`src/rtl/hazard_scoreboard.sv`:
```
// ---------------------------------------------------------------------------
// hazard_scoreboard
//
// Purpose: tracks the destination/control fields of the EXE, MEM and WB
// pipeline stages, raises a combinational data hazard (stall IF/ID, insert
// a bubble) and runs a small memory-wait FSM that freezes the whole pipeline
// while a MEM-stage access is outstanding, giving up after MEM_TIMEOUT
// freeze cycles and latching a sticky timeout flag.
//
// Build option: define HAZ_FORWARD_EN when a forwarding unit is present.
//   defined   : only load-use (EXE load feeding an ID source) stalls;
//               wb_en_mem / wb_en_wb reflect the stage registers.
//   undefined : any ID source matching a writing EXE or MEM stage stalls;
//               wb_en_mem / wb_en_wb are tied low so the register file is
//               always selected.
//
// Ports:
//   clk                  clock, all state on rising edge
//   rst                  synchronous reset, active low
//   id_valid             ID instruction is real (not a bubble)
//   id_src1, id_src2     ID source registers; id_two_src qualifies id_src2
//   id_dst, id_wb_en,
//   id_mem_r_en,
//   id_mem_w_en          ID destination and control bits
//   mem_ready            MEM-stage access completes this cycle
//   hazard               stall IF/ID and bubble EXE
//   freeze               hold the entire pipeline
//   dst_mem, wb_en_mem   MEM stage tracking for forwarding
//   dst_wb,  wb_en_wb    WB stage tracking for forwarding
//   mem_timeout          sticky: a memory access was abandoned
// ---------------------------------------------------------------------------
module hazard_scoreboard #(
    parameter int MEM_TIMEOUT = 16
) (
    input  logic       clk,
    input  logic       rst,
    input  logic       id_valid,
    input  logic [3:0] id_src1,
    input  logic [3:0] id_src2,
    input  logic       id_two_src,
    input  logic [3:0] id_dst,
    input  logic       id_wb_en,
    input  logic       id_mem_r_en,
    input  logic       id_mem_w_en,
    input  logic       mem_ready,
    output logic       hazard,
    output logic       freeze,
    output logic [3:0] dst_mem,
    output logic [3:0] dst_wb,
    output logic       wb_en_mem,
    output logic       wb_en_wb,
    output logic       mem_timeout
);

    typedef struct packed {
        logic [3:0] dst;
        logic       wb_en;
        logic       mem_r_en;
        logic       mem_w_en;
    } stage_t;

    localparam stage_t BUBBLE = '{dst: 4'd0, wb_en: 1'b0, mem_r_en: 1'b0, mem_w_en: 1'b0};
    localparam logic [7:0] TIMEOUT_CNT = 8'(MEM_TIMEOUT);

    typedef enum logic {
        ST_IDLE,
        ST_WAIT
    } state_t;

    stage_t     exe_q, exe_d;
    stage_t     mem_q, mem_d;
    stage_t     wb_q,  wb_d;
    state_t     state_q, state_d;
    logic [7:0] cnt_q, cnt_d;
    logic       timeout_q, timeout_d;

    logic       hazard_c;
    logic       freeze_c;
    logic       mem_access;

    // Source-match terms; src2 only participates when it is really read.
    logic       exe_match;
    logic       mem_match;

    assign exe_match = (id_src1 == exe_q.dst) | (id_two_src & (id_src2 == exe_q.dst));
    assign mem_match = (id_src1 == mem_q.dst) | (id_two_src & (id_src2 == mem_q.dst));

    // Hazard is purely a function of ID and the stage registers, never of
    // freeze. Because the stage registers hold while frozen, a hazard that
    // persists through a freeze still yields only one bubble per advance.
    always_comb begin
        hazard_c = 1'b0;
`ifdef HAZ_FORWARD_EN
        hazard_c = id_valid & exe_q.mem_r_en & exe_match;
`else
        // WB matches are safe: the register file writes on the falling edge.
        hazard_c = id_valid & ((exe_q.wb_en & exe_match) | (mem_q.wb_en & mem_match));
`endif
    end

    // Memory wait FSM.
    assign mem_access = mem_q.mem_r_en | mem_q.mem_w_en;

    always_comb begin
        state_d   = state_q;
        cnt_d     = cnt_q;
        timeout_d = timeout_q;
        freeze_c  = 1'b0;
        case (state_q)
            ST_IDLE: begin
                // A ready-on-first-cycle access never freezes.
                freeze_c = mem_access & ~mem_ready;
                if (freeze_c) begin
                    state_d = ST_WAIT;
                    cnt_d   = 8'd1;
                end else begin
                    cnt_d = 8'd0;
                end
            end
            ST_WAIT: begin
                if (mem_ready) begin
                    state_d = ST_IDLE;
                    cnt_d   = 8'd0;
                end else if (cnt_q < TIMEOUT_CNT) begin
                    freeze_c = 1'b1;
                    cnt_d    = cnt_q + 8'd1;
                end else begin
                    // The IDLE cycle plus MEM_TIMEOUT-1 WAIT cycles have been
                    // spent frozen: abandon the access and let the pipe move.
                    timeout_d = 1'b1;
                    state_d   = ST_IDLE;
                    cnt_d     = 8'd0;
                end
            end
            default: begin
                state_d = ST_IDLE;
                cnt_d   = 8'd0;
            end
        endcase
    end

    // Stage register next values.
    always_comb begin
        exe_d = exe_q;
        mem_d = mem_q;
        wb_d  = wb_q;
        if (!freeze_c) begin
            if (id_valid && !hazard_c) begin
                exe_d.dst      = id_dst;
                exe_d.wb_en    = id_wb_en;
                exe_d.mem_r_en = id_mem_r_en;
                exe_d.mem_w_en = id_mem_w_en;
            end else begin
                exe_d = BUBBLE;
            end
            mem_d = exe_q;
            wb_d  = mem_q;
        end
    end

    // Reset wins over freeze and over any pending wait.
    always_ff @(posedge clk) begin
        if (!rst) begin
            exe_q     <= BUBBLE;
            mem_q     <= BUBBLE;
            wb_q      <= BUBBLE;
            state_q   <= ST_IDLE;
            cnt_q     <= 8'd0;
            timeout_q <= 1'b0;
        end else begin
            exe_q     <= exe_d;
            mem_q     <= mem_d;
            wb_q      <= wb_d;
            state_q   <= state_d;
            cnt_q     <= cnt_d;
            timeout_q <= timeout_d;
        end
    end

    assign hazard      = hazard_c;
    assign freeze      = freeze_c;
    assign dst_mem     = mem_q.dst;
    assign dst_wb      = wb_q.dst;
    assign mem_timeout = timeout_q;

`ifdef HAZ_FORWARD_EN
    assign wb_en_mem = mem_q.wb_en;
    assign wb_en_wb  = wb_q.wb_en;
`else
    assign wb_en_mem = 1'b0;
    assign wb_en_wb  = 1'b0;
`endif

    // WB memory-control bits (and WB write enable without forwarding) are
    // carried for completeness but have no consumer here.
    logic unused_wb_bits;
    assign unused_wb_bits = ^{wb_q.wb_en, wb_q.mem_r_en, wb_q.mem_w_en};

endmodule

```
`config.mk`:
```
export PLATFORM = sky130hd
export DESIGN_NAME = hazard_scoreboard
export DESIGN_NICKNAME = d
export VERILOG_FILES = /design/src/rtl/hazard_scoreboard.sv
export SDC_FILE = /design/constraint.sdc
export NUM_CORES = 1
export LEC_CHECK = 0
export CORE_MARGIN = 2
export CORE_UTILIZATION = 31
export CTS_CLUSTER_DIAMETER = 200
export DETAILED_ROUTE_END_ITERATION = 10
export GPL_ROUTABILITY_DRIVEN = 0
export HOLD_SLACK_MARGIN = 0.08
export PLACE_DENSITY = 0.67
export SYNTH_ARGS = -nofsm -noshare
export SYNTH_HDL_FRONTEND = slang
export SYNTH_SLANG_ARGS = --single-unit
export TNS_END_PERCENT = 20
```
`constraint.sdc`:
```
create_clock -name clk -period 3.6 [get_ports clk]
set_input_delay 0.54 -clock clk [delete_from_list [all_inputs] [get_ports clk]]
set_output_delay 0.54 -clock clk [all_outputs]
set_load 0.05 [all_outputs]
```
==> results.md <==
- Fin. Hold Viols: 0
- All-Layer GR Usage: 12.0%
- RR Endpoint: exe_q[6]$_SDFFE_PN0N_
- Commonest cells after routing, fill and taps aside: clkdlybuf4s50_1, dfxtp_1, nor2b_1
- Post-Synth Adder-Cell Area: 1.00%
- Netlist cell types: 29
- Clock Tree Buf Depth: 2
- Worst R2R Setup Slack: 1740 ps
- Crit Path Class: in -> out
- Synth Area in Simple Gates: 16.0%
- DRC: 0
- Initial Utilization: 31.7%
- Synth Area in Compound Gates: 10.0%
- RSZ-0062 raised after global routing: no
- Switching share of total power: 21.9%
- Vias: 905
- Worst skew pair latency: 270 ps
- Synthesis Warnings: 0
- CTS sink cnt: 28
- Layout Nets: 167
- Final setup margin: 542 ps
- Largest net degree at the start of global routing: 17
- Post-synth EDFFs: 0
- CTS tree: yes
- Inserted Diodes: 0
- Vias per cell: 4.64
- Syn_area_per_cell: 10.8 um2
- Comb pwr share: 12.6%
- Clock root buffer: clkbuf_8
- Number of global-route vias before repair: 903
- Worst setup EP type: primary output
- DR WL/cell: 12.7 um
- PwrDens: 401 mW/mm2
- CTS hold repair buffers: 0
- Pre-CTS setup slack: 567 ps
- Hold Path Stages: 1
- Post-synthesis sequential area ratio: 44.8%
- Sw power: 0.000143 W
- Routed Antenna Nets: 0
- Final WL: 2480 um
- Critical Path AT: 2520 ps
- First-pass GRT wire length: 4170 um
- GR Overflow Total: 0
- R2R cell count: 6
- Clock Power Share: 37.0%
- Starting DRT DRC Count: 13
- Yosys reg bits: 28
- Int Power: 0.000511 W
- Ys async rst share: 0%
- CTS H-tree lvls: 1
- Initial antenna violation count: 0
- Port bufs: 30
- WHS Endpoint: mem_timeout$_SDFFE_PN0P_
- Setup crit start kind: primary input
- MaxCap Viol Count: 0
- Hpwl dp: 1950 um
- Largest family of logic cells by synthesized area: simple AND/OR/NAND/NOR gates
- Final setup fails: 0
- Min-Delay Startpoint: mem_timeout$_SDFFE_PN0P_
- VDD IR max: 218 uV
- Die area: 0.00456 mm2
- Slew headroom: 65.8%
- Area grow syn2layout: 30.3%
- Worst slew pin tran: 512 ps
- Layout cells sized above 1: 6.90%
- Flop pwr share: 50.4%
- # rows: 23
- Setup Buffers After CTS: 0
- Worst reg2reg startpoint: cnt_q[6]$_SDFF_PP0_
- Io pins: 33
- XOR/XNOR Fraction of Synth Area: 13.3%
- Cells after Synth: 116
- Period minus WS final: 3060 ps
- Fmax: 0.327 GHz
- Chip height: 67.5 um
- Clock Skew: 6.32 ps
- Fin crit share: 84.9%
- Leak: 0.579 nW
- Core Footprint: 0.00394 mm2
- CTS clk-pin slew, worst paths: 90 ps
- Post-Syn Area: 0.00125 mm2
- Multiplexer share of the synthesized area: 8.81%
- Critical path fanouts, max: 14
- Status: complete, no violations
- Design area: 0.00163 mm2
- Post-DP Area: 0.00156 mm2
- Hold Crit Class: reg -> reg
- Cts bufs inserted: 3
- Drt pass-1 iters: 4
- Worst Path Required: 3060 ps
- Die span in x: 67.5 um
- # resized after CTS: 0
- Fin. max-slew vios: 0
- Post-route setup TNS: 0 ps
- Commonest non-fill, non-tap cell in the layout: clkdlybuf4s50_1
- Prevailing post-synth register cell: dfxtp_1
## metrics by stage
| stage | std cells | total power [W] | util, % | hold slack (ps) |
|---|---|---|---|---|
| 2_1_floorplan | 120 | 0.000386 | - | 435 |
| 3_3_place_gp | 191 | 0.000417 | 39.5 | 454 |
| 3_5_place_dp | 191 | 0.000420 | 39.5 | 456 |
| 4_1_cts | 195 | 0.000659 | 41.3 | 484 |
| 5_1_grt | 195 | 0.000681 | 41.3 | 507 |
| 6_report | 195 | 0.000654 | 41.3 | 479 |
## area by class of cell
cell class,count,area [um2]
fill,366,2310
multi-input combinational,82,633
sequential,28,561
timing repair buffer,30,298
tap,50,62.6
clock buffer,3,41.3
clock inverter,1,30.0
inverter,1,3.75
## cells in the mapped netlist (all sizes together) (2+ instances only)
library cell / count / area share [%]
xor2: 11 / 7.7
nor2: 5 / 1.5
a32o: 7 / 5.6
nor3: 2 / 0.80
dfxtp: 28 / 45
o21ai: 2 / 1.1
nor2b: 12 / 6.0
nor4: 2 / 1.5
nand3: 6 / 2.8
xnor2: 8 / 5.6
mux2i: 11 / 8.8
buf: 8 / 5.1
nand2: 3 / 1.1
## flip-flops by register name (all words and copies together) (netlist names)
register,count
mem_q,3
state_q,1
mem_timeout,1
dst_mem,4
exe_q,7
dst_wb,4
cnt_q,8
## power by group through the flow
stage | clock (W) | combinational [W] | sequential [W]
after global routing | 0.000261 | 0.0000890 | 0.000331
after floorplan | 0 | 0.0000493 | 0.000337
after detailed placement | 0 | 0.0000832 | 0.000337
after global placement | 0 | 0.0000810 | 0.000336
final | 0.000242 | 0.0000827 | 0.000329
after CTS | 0.000246 | 0.0000835 | 0.000329
## how the worst max path moves through the flow
stage / cells after the start / startpoint / endpoint / slack, ps
after floorplan: 4 / id_src2[1] / hazard / 1120
after global placement: 5 / mem_ready / freeze / 590
after detailed placement: 5 / mem_ready / freeze / 570
after CTS: 5 / mem_ready / freeze / 530
after global routing: 5 / mem_ready / freeze / 460
final: 5 / mem_ready / freeze / 540
## critical path: stages
cell and delay (ps):
clkdlybuf4s50_1 450, and3b_1 270, inv_1 60, nand2_2 310, clkdlybuf4s50_1 880
## per-layer routing
layer | wire length [um] | track usage (%)
met4 | 10 | 4.59
met3 | 151 | 2.33
met5 | 0 | 0
met2 | 1200 | 20.5
met1 | 1120 | 15.0
## kinds of logic after synthesis
family                   Yosys count
buffers and inverters             10
flip-flops                        28
multiplexers                      11
other                              1
AND/OR/NAND/NOR                   34
XOR/XNOR                          19
AO/OA/AOI/OAI                     12
adder cells (fa/ha/maj)            1
Note: power is estimated with default switching activity, not from simulation.
==> variant (same settings) <==
The option `HAZ_FORWARD_EN` is turned on by a define.
--- a/src/rtl/hazard_scoreboard.sv
+++ b/src/rtl/hazard_scoreboard.sv
@@ -29,6 +29,8 @@
 //   dst_wb,  wb_en_wb    WB stage tracking for forwarding
 //   mem_timeout          sticky: a memory access was abandoned
 // ---------------------------------------------------------------------------
+`define HAZ_FORWARD_EN
+
 module hazard_scoreboard #(
     parameter int MEM_TIMEOUT = 16
 ) (
Formal check against the unedited RTL: not equivalent (a bounded check fails within 4 cycles, from zero or initial values and one cycle with rst low).
==> variant against the original RTL <==
Design area is 4.5% higher; sequential cell count is 1 higher; final cell count is 5.6% higher; maximum frequency is 16% higher; count of clock-buffer cells in the layout is 4 higher; total power is 7.8% higher; area after synthesis is 0.40% lower; sequential power is 3% higher; wire length is 0.97% lower; non-clock buffer count is 6 higher; worst setup slack better by 420 ps; hold slack worse by 13 ps.
==> variant: results <==
set metrics [dict create \
    status "finished, final reports clean" \
    fillers 376 \
    p_comb_share_pct 11.1 \
    timing.slew.headroom_pct 39.0 \
    htree_levels 2 \
    met2WireLength_mm 1.15 \
    grt_max_degree 32 \
    wl_mm 2.46 \
    leakage_nw 0.608 \
    cts_buffers 5 \
    nNonClkInverters 0 \
    grtUsageMet3_pct 4.67 \
    wl_met1_mm 1.11 \
    cpPeakStageDelay_ps 640 \
    final_layout_size_suffix_gt1_share_pct 10.9 \
    critPathMaxFanout 9 \
    nets 176 \
    multi_input_cells 83 \
    yosys-top-cells-area "dfxtp_1 (47%), mux2i_1 (9.6%), nand3_1 (6.8%)" \
    cts.clk_slew.worst_paths_ps 60 \
    cts.sink_count 29 \
    pg_clk_mw 0.289 \
    crit_start "id_valid" \
    grtUsageTotal_pct 12.8 \
    finClkSkew_ps 4.78 \
    clkbuf_count 7 \
    switching_share_pct 22.8 \
    seq_area_um2 581 \
    multi_input_area_um2 587 \
    port_buffers 32 \
    drt-initial-drc-count 27 \
    synth-seq-area-share_pct 46.6 \
    first_global_vias 955 \
    nNonClkBuffers 36 \
    buf_share_pct 21.8 \
    ys_top_cells_by_count "dfxtp_1 (29), nand3_1 (17), nor2b_1 (13)" \
    hpwl_mm 1.77 \
    vias_per_cell 4.68 \
]
-- variant: through the flow --
step | cells | area [um2] | hold WS (ps) | setup WS, ps
after floorplan | 123 | 1250 | 440 | 1170
after CTS | 206 | 1700 | 473 | 970
after global placement | 198 | 1600 | 456 | 1140
after global routing | 206 | 1700 | 490 | 841
after detailed placement | 198 | 1600 | 459 | 999
final | 206 | 1700 | 466 | 966
-- variant: cell families (layout without fill, tap and decap cells) --
group           count (synthesis)  after routing  share of synthesized area, %
compound gates                 10             10                          7.24
xor+xnor                       11             11                          7.74
fa+ha+maj                       1              1                          1.00
buf+inv                        11             44                          6.83
flops                          29             29                          46.6
mux                            12             12                          9.65
other cells                     1              3                         0.301
simple gates                   46             46                          20.6
-- variant: worst paths after layout --
check                             endpoint  slack, ps  depth (start not counted)
hold / removal    mem_timeout$_SDFFE_PN0P_        470                          1
setup / recovery                    hazard        970                          6
setup reg to reg    dst_wb[3]$_SDFFE_PN0N_       2000                          5
hold reg to reg   mem_timeout$_SDFFE_PN0P_        470                          1
